==> config.mk <==
export PLATFORM = sky130hd
export DESIGN_NAME = rf_arbiter
export DESIGN_NICKNAME = d
export VERILOG_FILES = /design/src/rtl/rf_pkg.sv /design/src/rtl/rr_pick.sv /design/src/rtl/rf_arbiter.sv
export SDC_FILE = /design/constraint.sdc
export NUM_CORES = 1
export LEC_CHECK = 0
export ABC_CLOCK_PERIOD_IN_PS = 4900
export CAP_MARGIN = 20
export CORE_MARGIN = 5
export CORE_UTILIZATION = 45
export CTS_CLUSTER_DIAMETER = 200
export DETAILED_ROUTE_END_ITERATION = 10
export GPL_TIMING_DRIVEN = 0
export PLACE_DENSITY = 0.86
export SLEW_MARGIN = 20
export SYNTH_ARGS = -nofsm -noshare
export SYNTH_HDL_FRONTEND = slang
export SYNTH_HIERARCHICAL = 1
export SYNTH_SLANG_ARGS = --single-unit
==> constraint.sdc <==
create_clock -name clk -period 4.9 [get_ports clk]
set_clock_uncertainty 0.05 [all_clocks]
set_input_delay 0.735 -clock clk [delete_from_list [all_inputs] [get_ports clk]]
set_output_delay 0.735 -clock clk [all_outputs]
set_load 0.005 [all_outputs]
==> src/rtl/rf_pkg.sv <==
// Shared constants and FSM state type for the register-file arbiter.
// Latency: n/a (declarations only).
// Backpressure: n/a.
package rf_pkg;

  localparam int RF_AW    = 4;
  localparam int RF_DW    = 8;
  localparam int RF_DEPTH = 16;

  typedef enum logic {
    IDLE  = 1'b0,
    ISSUE = 1'b1
  } state_t;

endpackage

==> src/rtl/rr_pick.sv <==
// Combinational round-robin picker: first set bit of eligible after 'last', with wrap.
// Latency: 0 cycles (pure combinational).
// Backpressure: none; any=0 when nothing is eligible.
//   eligible : candidate vector
//   last     : index of the previous winner (search starts at last+1)
//   onehot   : one-hot winner, idx : winner index, any : a winner exists
module rr_pick #(
  parameter int N  = 4,
  parameter int IW = $clog2(N)
) (
  input  logic [N-1:0]  eligible,
  input  logic [IW-1:0] last,
  output logic [N-1:0]  onehot,
  output logic [IW-1:0] idx,
  output logic          any
);

  int              cand;
  logic [IW-1:0]   cidx;

  // Walk offsets 1..N from the last winner; the first hit is kept and
  // later hits are ignored through the 'any' flag.
  always_comb begin
    onehot = '0;
    idx    = '0;
    any    = 1'b0;
    cand   = 0;
    cidx   = '0;
    for (int k = 1; k <= N; k++) begin
      cand = (int'(last) + k) % N;
      cidx = cand[IW-1:0];
      if (!any && eligible[cidx]) begin
        any          = 1'b1;
        idx          = cidx;
        onehot[cidx] = 1'b1;
      end
    end
  end

endmodule

==> src/rtl/rf_arbiter.sv <==
// Round-robin arbiter sharing one register file among NUM_REQ requesters.
// Latency: gnt/RF controls 1 edge after req is sampled; rvalid/rdata 1 edge later.
// Backpressure: requester holds req until gnt; the just-granted requester is masked.
//   clk, reset (async, active-low)
//   req/req_we/req_addr/req_wdata : packed per-requester transactions
//   gnt, rvalid, rdata            : one-hot grant, one-hot read valid, read data
//   rf_rd_sel/rf_wr_sel/rf_wr_en/rf_data_in/rf_data_out : RF port
import rf_pkg::*;

module rf_arbiter #(
  parameter int NUM_REQ = 4,
  parameter int AW      = RF_AW,
  parameter int DW      = RF_DW
) (
  input  logic                  clk,
  input  logic                  reset,
  input  logic [NUM_REQ-1:0]    req,
  input  logic [NUM_REQ-1:0]    req_we,
  input  logic [NUM_REQ*AW-1:0] req_addr,
  input  logic [NUM_REQ*DW-1:0] req_wdata,
  output logic [NUM_REQ-1:0]    gnt,
  output logic [NUM_REQ-1:0]    rvalid,
  output logic [DW-1:0]         rdata,
  output logic [AW-1:0]         rf_rd_sel,
  output logic [AW-1:0]         rf_wr_sel,
  output logic                  rf_wr_en,
  output logic [DW-1:0]         rf_data_in,
  input  logic [DW-1:0]         rf_data_out
);

  localparam int IW = $clog2(NUM_REQ);

  state_t             state;
  logic [IW-1:0]      last;
  logic [NUM_REQ-1:0] eligible;
  logic [NUM_REQ-1:0] win;
  logic [IW-1:0]      win_idx;
  logic               win_any;

  // A requester still holding req during its grant cycle must not win again.
  assign eligible = req & ~gnt;

  rr_pick #(
    .N  (NUM_REQ),
    .IW (IW)
  ) u_pick (
    .eligible (eligible),
    .last     (last),
    .onehot   (win),
    .idx      (win_idx),
    .any      (win_any)
  );

  always_ff @(posedge clk or negedge reset) begin
    if (!reset) begin
      state      <= IDLE;
      last       <= IW'(NUM_REQ - 1);
      gnt        <= '0;
      rvalid     <= '0;
      rdata      <= '0;
      rf_rd_sel  <= '0;
      rf_wr_sel  <= '0;
      rf_wr_en   <= 1'b0;
      rf_data_in <= '0;
    end else begin
      // Close out the read issued in the cycle ending at this edge; the RF
      // output is combinational on rf_rd_sel so it is valid right now.
      if (state == ISSUE && !rf_wr_en) begin
        rvalid <= gnt;
        rdata  <= rf_data_out;
      end else begin
        rvalid <= '0;
      end

      if (win_any) begin
        state      <= ISSUE;
        gnt        <= win;
        last       <= win_idx;
        rf_rd_sel  <= req_addr[win_idx*AW +: AW];
        rf_wr_sel  <= req_addr[win_idx*AW +: AW];
        rf_data_in <= req_wdata[win_idx*DW +: DW];
        rf_wr_en   <= req_we[win_idx];
      end else begin
        state    <= IDLE;
        gnt      <= '0;
        rf_wr_en <= 1'b0;
      end
    end
  end

endmodule

==> results.sh <==
export IMPL_status="complete, no violations"
export IMPL_path_clk_slew_ps=70
export IMPL_setup_violations=0
export IMPL_detail_route_first_pass_iterations=4
export IMPL_yosys_warnings=6
export IMPL_overflow=0
export IMPL_syn_avg_cell_area_um2=10.5
export IMPL_insertion_delay_ps=280
export IMPL_number_of_setup_buffers_added_after_cts=0
export IMPL_power_ir_vdd_worst_v=0.000317
export IMPL_holdBufCountCts=0
export IMPL_synth_seq_area_share_pct=37.0
export IMPL_power_density_nw_per_um2=602
export IMPL_initial_core_util_pct=46.2
export IMPL_clk_root_buffer_cell="sky130_fd_sc_hd__clkbuf_8"
export IMPL_post_route_min_period_ps=3710
export IMPL_post_synth_top_area_fraction_pct=34.6
export IMPL_postSynthCellCount=207
export IMPL_drt_initial_drc_count=147
export IMPL_crit_path_start_kind="flop"
export IMPL_final_max_slew_viol_count=0
export IMPL_grt_pass1_vias=1979
export IMPL_hold_path_class="in2async"
export IMPL_synth_edf_count=0
export IMPL_synthToLayoutAreaGrowth_pct=54.0
export IMPL_max_cap_violations=0
export IMPL_critical_path_peak_fanout=10
export IMPL_dieWidth_um=79.4
export IMPL_totalNegativeSetupSlack_ps=0
export IMPL_final_hold_violation_count=0
export IMPL_post_cts_resized_instances=0
export IMPL_post_drt_wl_per_cell_um=16.7
export IMPL_ys_ff_latch=32
export IMPL_leakage_uw=0.00138
export IMPL_synth_area_leader_cell="sky130_fd_sc_hd__dfrtp_1"
export IMPL_synth_main_ff_cell="sky130_fd_sc_hd__dfrtp_1"
export IMPL_clock_path_buffers=2
export IMPL_via_count_of_the_routed_design=2058
export IMPL_cts_tree="built"
export IMPL_max_slew_worst_pin_slew_ps=697
export IMPL_viasPerCell=5.61
export IMPL_core_area_um2=4690
export IMPL_postSynthNetCount=281
export IMPL_globalplace_congestion=0.967
export IMPL_number_of_cts_inserted_buffers=5
export IMPL_numPortBuffers=98
export IMPL_critPathKind="reg2reg"
export IMPL_worst_r2r_src="last[0]"
export IMPL_place_detailed_instances=359
export IMPL_groute_usage_overall_pct=19.5
export IMPL_cts_htree_levels=2
export IMPL_antenna_found_initial=0
export IMPL_core_rowCount=25
export IMPL_final_layout_size_suffix_gt1_share_pct=12.8
export IMPL_worstSetupEndpointType="flop"
export IMPL_drc=0
export IMPL_critical_path_start="last[0]"
export IMPL_design_portCount=99
export IMPL_timing_slew_headroom_pct=53.5
export IMPL_ys_top_cells_by_area="sky130_fd_sc_hd__dfrtp_1, sky130_fd_sc_hd__mux2i_1, sky130_fd_sc_hd__o221ai_1"
export IMPL_clock_sinks=32
export IMPL_unrepaired_setup_endpoints_after_global_routing="no"
export IMPL_grt_max_degree=33
export IMPL_finalNetCount=386
export IMPL_die_area_um2=6310
export IMPL_die_h_um=79.4
export IMPL_antenna_cells=0
export IMPL_stdcell_count=367
export IMPL_mappedNetlistArea_um2=2170
export IMPL_arrival_worst_endpoint_ps=3810
export IMPL_grt_first_pass_wirelength_um=9690
export IMPL_drt_antenna_violating_nets=0
export IMPL_timing_fmax_mhz=269
export IMPL_worst_ep_required_ps=4990
export IMPL_post_dp_hpwl_um=4770
export IMPL_synthArstFlopShare_pct=100
export IMPL_wl_um=6120
export IMPL_fin_crit_sh_pct=75.8
export IMPL_synth_lib_cells_used_distinct=35
worst max-delay path: stages (launching register included):
cell                       delay, ps
sky130_fd_sc_hd__dfstp_2         600
sky130_fd_sc_hd__buf_6           150
sky130_fd_sc_hd__buf_2           220
sky130_fd_sc_hd__inv_1           130
sky130_fd_sc_hd__ha_1            310
sky130_fd_sc_hd__clkbuf_1        350
sky130_fd_sc_hd__inv_1           240
sky130_fd_sc_hd__a311o_1         320
sky130_fd_sc_hd__a221oi_1        340
sky130_fd_sc_hd__buf_6           200
sky130_fd_sc_hd__buf_4           230
sky130_fd_sc_hd__mux2i_1         270
sky130_fd_sc_hd__o221ai_1        150
metal layers:
layer,global-route usage [%],share of wire (%)
met1,25.2,41
met2,31.9,49
met3,6.32,9.7
met4,4.30,0.62
met5,0,0
layout by cell type, fill, tap and decap left out, drive strengths merged, types with 2 or more instances in the layout:
cell           netlist  layout
a2111o               4       4
a211oi               3       3
a21oi                4       4
a31oi                5       5
and2                 9       9
buf                 14      15
clkbuf               6      13
clkdlybuf4s50        0      97
dfrtp               30      30
dfstp                2       2
ha                   8       8
inv                  9       9
mux2                10      10
mux2i               27      27
mux4                 3       3
nand2                8       8
nand2b              16      16
nand4                6       6
nor2                 5       5
nor2b                5       5
o21ai                3       3
o221ai              13      13
o31ai                4       4
or3                  4       4
cell families after synthesis:
logic type	share of synthesized area, %
AND/OR/NAND/NOR	15.6
AO/OA/AOI/OAI	14.5
multiplexers	20.8
flip-flops	37.0
buffers and inverters	7.44
adder cells (fa/ha/maj)	4.62
sequential cells by signal, summed over array words and instances, names as in the netlist:
| register | count |
|---|---|
| gnt | 4 |
| last | 2 |
| rdata | 8 |
| rf_data_in | 8 |
| rf_wr_en | 1 |
| rf_wr_sel | 4 |
| rvalid | 4 |
| state | 1 |
worst paths after layout:
| path | slack (ps) | cells past startpoint | endpoint |
|---|---|---|---|
| max | 1190 | 12 | rf_data_in[2] |
| min | 440 | 1 | rdata[3] |
| max reg2reg | 1190 | 12 | rf_data_in[2] |
| min reg2reg | 450 | 2 | rf_data_in[0] |
| max in group asynchronous | 3910 | 1 | rvalid[0] |
| min in group clk | 450 | 2 | rf_data_in[0] |
metrics by stage:
stage               utilization (%)  total power [uW]  hold WS [ps]  cell area [um2]  setup WS (ps)
floorplan                         -              1250           389             2170           1630
global placement               68.6              1730           429             3220           1290
detailed placement             68.5              1730           436             3210           1220
CTS                            71.1              2020           456             3340           1200
global route                   71.1              2150           473             3340            912
finish                         71.1              2010           445             3340           1190
layout make-up:
type                    count  area (um2)
inverters                   9        33.8
multi-input cells         146        1200
well taps                  54        67.6
fillers                   340        1350
plain buffers              20         128
flip-flops and latches     32         803
clock buffers               7        96.3
clock inverters             1        30.0
repair buffers             98         976
synth_stat cells, types with 2 or more instances:
cell and n:
sky130_fd_sc_hd__a31oi_1 5, sky130_fd_sc_hd__clkbuf_1 5, sky130_fd_sc_hd__mux2_2 10, sky130_fd_sc_hd__dfrtp_1 30, sky130_fd_sc_hd__o221ai_1 13, sky130_fd_sc_hd__a2111o_1 4
sky130_fd_sc_hd__buf_6 3, sky130_fd_sc_hd__a21oi_1 4, sky130_fd_sc_hd__a211oi_1 3, sky130_fd_sc_hd__buf_4 6, sky130_fd_sc_hd__dfstp_2 2, sky130_fd_sc_hd__mux4_2 3
sky130_fd_sc_hd__nor2b_1 5, sky130_fd_sc_hd__nand4_1 6, sky130_fd_sc_hd__buf_2 5, sky130_fd_sc_hd__ha_1 8, sky130_fd_sc_hd__and2_1 9, sky130_fd_sc_hd__nand2_1 8
sky130_fd_sc_hd__mux2i_1 27, sky130_fd_sc_hd__inv_1 9, sky130_fd_sc_hd__nor2_1 5, sky130_fd_sc_hd__o21ai_0 3, sky130_fd_sc_hd__nand2b_1 16, sky130_fd_sc_hd__o31ai_1 4
sky130_fd_sc_hd__or3_1 4
power by group:
| group | switching, uW | total [uW] | leakage, uW | internal (uW) |
|---|---|---|---|---|
| clock network | 96.9 | 276 | 0.0000645 | 179 |
| logic | 572 | 1260 | 0.000927 | 686 |
| registers | 80.7 | 474 | 0.000387 | 393 |
No activity file was read; power rests on OpenSTA's default activity.
